<file path="config.mk">
export PLATFORM = sky130hd
export DESIGN_NAME = alu_operand_stage
export DESIGN_NICKNAME = d
export VERILOG_FILES = /design/src/rtl/alu_operand_stage.sv
export SDC_FILE = /design/constraint.sdc
export NUM_CORES = 1
export LEC_CHECK = 0
export ABC_CLOCK_PERIOD_IN_PS = 3100
export CAP_MARGIN = 10
export CORE_ASPECT_RATIO = 0.75
export CORE_MARGIN = 2
export CORE_UTILIZATION = 42
export CTS_CLUSTER_SIZE = 10
export DETAILED_ROUTE_END_ITERATION = 6
export PLACE_DENSITY = 0.79
export SYNTH_ARGS = -nofsm -noshare
export SYNTH_HDL_FRONTEND = slang
export SYNTH_SLANG_ARGS = --single-unit
</file>
<file path="constraint.sdc">
create_clock -name clk -period 3.1 [get_ports clk]
set_input_delay 0.465 -clock clk [delete_from_list [all_inputs] [get_ports clk]]
set_output_delay 0.465 -clock clk [all_outputs]
set_load 0.01 [all_outputs]
</file>
<file path="src/rtl/alu_operand_stage.sv">
// ID/EX pipeline register in front of the ALU.
// Captures a decoded instruction, resolves rs/rt through EX/MEM/WB forwarding,
// inserts a single bubble on a load-use hazard, and honours downstream
// stall (hold) and flush (bubble).
//
// Ports:
//   clk, rst            clock; asynchronous active-low reset
//   idValid/idReady     decode handshake (idReady is combinational)
//   id*                 decoded instruction fields and register-file data
//   aluOut              ALU result of the instruction held in this stage
//   mem*/wb*            MEM and WB forwarding sources
//   exStall, flush      downstream hold; kill the instruction being captured
//   exValid, aluInA/B, aluCode, exStoreData, exDstNum, exWrEnable, exIsLoad
//                       registered stage contents presented to the ALU
module alu_operand_stage #(
    parameter int unsigned DATA_WIDTH    = 32,
    parameter int unsigned CODE_WIDTH    = 4,
    parameter int unsigned REG_NUM_WIDTH = 5
) (
    input  logic                     clk,
    input  logic                     rst,
    input  logic                     idValid,
    output logic                     idReady,
    input  logic [CODE_WIDTH-1:0]    idCode,
    input  logic [REG_NUM_WIDTH-1:0] idRsNum,
    input  logic [REG_NUM_WIDTH-1:0] idRtNum,
    input  logic                     idRsUsed,
    input  logic                     idRtUsed,
    input  logic [DATA_WIDTH-1:0]    idRsData,
    input  logic [DATA_WIDTH-1:0]    idRtData,
    input  logic [DATA_WIDTH-1:0]    idImm,
    input  logic                     idUseImm,
    input  logic [REG_NUM_WIDTH-1:0] idDstNum,
    input  logic                     idWrEnable,
    input  logic                     idIsLoad,
    input  logic [DATA_WIDTH-1:0]    aluOut,
    input  logic                     memWrEnable,
    input  logic [REG_NUM_WIDTH-1:0] memDstNum,
    input  logic [DATA_WIDTH-1:0]    memData,
    input  logic                     wbWrEnable,
    input  logic [REG_NUM_WIDTH-1:0] wbDstNum,
    input  logic [DATA_WIDTH-1:0]    wbData,
    input  logic                     exStall,
    input  logic                     flush,
    output logic                     exValid,
    output logic [DATA_WIDTH-1:0]    aluInA,
    output logic [DATA_WIDTH-1:0]    aluInB,
    output logic [CODE_WIDTH-1:0]    aluCode,
    output logic [DATA_WIDTH-1:0]    exStoreData,
    output logic [REG_NUM_WIDTH-1:0] exDstNum,
    output logic                     exWrEnable,
    output logic                     exIsLoad
);

    logic                     hazard;
    logic [DATA_WIDTH-1:0]    fwdRs;
    logic [DATA_WIDTH-1:0]    fwdRt;

    logic                     nxtValid;
    logic [DATA_WIDTH-1:0]    nxtInA;
    logic [DATA_WIDTH-1:0]    nxtInB;
    logic [CODE_WIDTH-1:0]    nxtCode;
    logic [DATA_WIDTH-1:0]    nxtStoreData;
    logic [REG_NUM_WIDTH-1:0] nxtDstNum;
    logic                     nxtWrEnable;
    logic                     nxtIsLoad;

    // Forwarding mux: EX (non-load, valid only) > MEM > WB > register file; r0 is zero.
    function automatic logic [DATA_WIDTH-1:0] fwdSel(
        input logic [REG_NUM_WIDTH-1:0] num,
        input logic [DATA_WIDTH-1:0]    fileData
    );
        logic [DATA_WIDTH-1:0] res;
        if (num == '0)
            res = '0;
        else if (exValid && exWrEnable && !exIsLoad && (exDstNum == num))
            res = aluOut;
        else if (memWrEnable && (memDstNum == num))
            res = memData;
        else if (wbWrEnable && (wbDstNum == num))
            res = wbData;
        else
            res = fileData;
        return res;
    endfunction

    // Load-use detection against the load currently held in this stage.
    always_comb begin
        hazard = exValid && exIsLoad && exWrEnable && (exDstNum != '0) &&
                 ((idRsUsed && (idRsNum == exDstNum)) ||
                  (idRtUsed && (idRtNum == exDstNum)));
        fwdRs  = fwdSel(idRsNum, idRsData);
        fwdRt  = fwdSel(idRtNum, idRtData);
    end

    assign idReady = !exStall && !hazard;

    // Next-state selection: flush > stall(hold) > hazard > capture > bubble.
    // Bubbles clear only the control bits; data registers keep their value.
    always_comb begin
        nxtValid     = exValid;
        nxtInA       = aluInA;
        nxtInB       = aluInB;
        nxtCode      = aluCode;
        nxtStoreData = exStoreData;
        nxtDstNum    = exDstNum;
        nxtWrEnable  = exWrEnable;
        nxtIsLoad    = exIsLoad;
        if (flush || (!exStall && (hazard || !idValid))) begin
            nxtValid    = 1'b0;
            nxtWrEnable = 1'b0;
            nxtIsLoad   = 1'b0;
        end else if (!exStall) begin
            nxtValid     = 1'b1;
            nxtInA       = fwdRs;
            nxtInB       = idUseImm ? idImm : fwdRt;
            nxtCode      = idCode;
            nxtStoreData = fwdRt;
            nxtDstNum    = idDstNum;
            nxtWrEnable  = idWrEnable;
            nxtIsLoad    = idIsLoad;
        end
    end

    // Stage register.
    always_ff @(posedge clk or negedge rst) begin
        if (!rst) begin
            exValid     <= 1'b0;
            aluInA      <= '0;
            aluInB      <= '0;
            aluCode     <= '0;
            exStoreData <= '0;
            exDstNum    <= '0;
            exWrEnable  <= 1'b0;
            exIsLoad    <= 1'b0;
        end else begin
            exValid     <= nxtValid;
            aluInA      <= nxtInA;
            aluInB      <= nxtInB;
            aluCode     <= nxtCode;
            exStoreData <= nxtStoreData;
            exDstNum    <= nxtDstNum;
            exWrEnable  <= nxtWrEnable;
            exIsLoad    <= nxtIsLoad;
        end
    end

endmodule

</file>
==> metrics.txt <==
utilization after layout=0.685; Ports=342; sequential share of the synthesized area=0.384; asr flop ratio synth=1.00; DRT iter0 DRCs=824; clock-pin slew on the worst setup and hold paths=0.08 ns; CTS buffer count=9; relative slew slack=0.352; H-Tree Depth=3; Synth cell types=41; largest net degree at the start of global routing=63; Synth top cells by count=dfrtp_1 (108), nand2_1 (96), clkbuf_1 (72); Total Die Area=17800 µm²; vias per cell=6.40; detailed-route via count=8536; post-synth top area share=0.384; top_reg_cell synth=dfrtp_1; CTS tree=done; slowest cell on the critical path=or4b_4; startpoint class of the critical path=flop; Clock Skews=0.00971 ns; setup_tns=0 ns; post-layout min period=2.79 ns; Tcrit/Tclk final=0.899; count leader, synth=dfrtp_1; syn_nets=1046; Die H=116 µm; Final #Nets=1349; Die Span X=154 µm; Peak Freq=359 MHz; maximum fanout along the worst path=32; layout cells sized above 1=0.0616; Worst Tran Pin Value=0.968 ns; path category of the worst min-delay check=input port to async pin; global route total overflow=0; routed length per placed instance=24.5 µm; Worst Path Buf+Inv=1; pins over their slew limit=0; Resized cells post-CTS=0; initial antenna violation count=3; RePlAce Congestion=0.977; maximum vdd drop=293 µV; Post-Syn Area per Cell=8.66 µm²; Largest delay share family, worst path=simple AND/OR/NAND/NOR gates; # rows=40; crit path kind=flop to flop; hold_ws=0.0968 ns; Fin. Hold Viols=0; Clock Latency Late Sink=0.36 ns; dpl hpwl=22.8 mm; vias in the first global route=8347; Cell Area, Synth=7040 µm²; starting density of the core=0.434; synth-to-layout area growth=57.8%; critical path, cell by cell=or4_1 -> o2111a_1 -> a41o_1 -> or4b_4 -> buf_12 -> nand2_1 -> o21ai_0; Root Driver=clkbuf_16; status=finished, final reports clean; yosys warns=0; CP required=3.29 ns; TritonRoute pass-1 iters=5; clk sinks=108; core area=16200 µm²; final instance area=11100 µm²; Final Setup Violations=0; Synth area leaders=dfrtp_1 (38%), nand2_1 (5.1%), a221oi_1 (5.0%); CP endpoint kind=flop; Port Buf Inserts=341; CTS Buffer Depth=2; hold buffers post-CTS=0; leak pwr=4.44 nW; max-cap viol count=0; Largest stage delay, worst path=0.65 ns; DRT Wirelength=32.7 mm; Yosys reg bits=108; drt drc=0; Synth Instances=813; global-route wire length before repair=48.8 mm; total power per unit cell area=422 nW/µm²; Synth area leader=dfrtp_1; Tot Pwr=4.69 mW; Placement Cell Area=10800 µm²; Post-synth EDFFs=0; post-route ant nets=0; CP Data Arrival Time=2.98 ns; setup bufs post-CTS=0; RSZ-0062 raised after global routing=no; gr usage total=0.358
[layout by cell type (no fill, tap or decap), types with 8 or more instances in the layout]
master           netlist  routed
xor2_1                17      17
o21ai_0               63      63
nand2_1               96      96
a32oi_1               24      24
a2bb2oi_1             39      39
nand3_1               31      30
o221ai_1              14      14
clkdlybuf4s50_1        0     338
o21ai_1               34      33
and3b_1               24      24
nor2_1                32      31
nor2b_1                8       8
a31oi_1               24      24
a221oi_1              40      40
dfrtp_1              108     106
and2_1                33      33
o22a_1                23      23
clkbuf_16              0       9
a221o_1               24      24
xnor2_1               13      13
buf_12                 0       8
buf_4                  0      30
a21oi_1               24      24
o21a_1                 8       8
[cells by family after synthesis]
group | after synthesis | share of synthesized area
xor gates and xnor gates | 30 | 0.0373
AOI/OAI and AO/OA | 338 | 0.348
buffers and inverters | 88 | 0.0503
DFF | 108 | 0.384
and+or+nand+nor | 249 | 0.180
[final timing paths]
path                             start          to  slack, ns  cells past startpoint
max in group asynchronous          rst   aluInB[6]       2.11                      2
setup / recovery           exDstNum[0]   aluInA[8]       0.31                      7
min in group clk            aluInA[24]  aluInA[24]       0.48                      2
setup reg to reg           exDstNum[0]   aluInA[8]       0.31                      7
hold reg to reg             aluInA[24]  aluInA[24]       0.48                      2
hold / removal                     rst   aluInB[0]        0.1                      1
[per-layer routing]
layer / vias up / GRT usage / wire, µm
met5: - / 0 / 11
met4: 2 / 0.166 / 1330
met3: 99 / 0.121 / 4290
met2: 669 / 0.563 / 14600
met1: 4036 / 0.451 / 12400
li1: 3730 / - / -
[sequential cells by signal (all words and copies together) (netlist names)]
signal,count
aluInA,32
exStoreData,32
exWrEnable,1
exValid,1
exDstNum,5
exIsLoad,1
aluCode,4
aluInB,32
[through the flow]
stage	worst slack, ns	std cells
global route	0.208	1333
floorplan	0.489	813
detailed placement	0.0362	1315
global placement	0.0760	1315
finish	0.312	1334
CTS	0.0787	1331
[final cells by class]
type / instances / area, µm²
Tap cell: 210 / 263
Antenna cell: 3 / 7.51
Sequential cell: 108 / 2710
Inverter: 2 / 7.51
Multi-Input combinational cell: 617 / 4050
Clock inverter: 5 / 60.1
Timing Repair Buffer: 378 / 3790
Clock buffer: 11 / 233
Fill cell: 1305 / 5100
[power by group]
group          switching [mW]  leakage [nW]  internal (mW)
registers               0.178          1.31           1.65
logic                   0.713          3.00          0.950
clock network           0.564         0.141          0.633
Power figures use the tool's default switching activity.
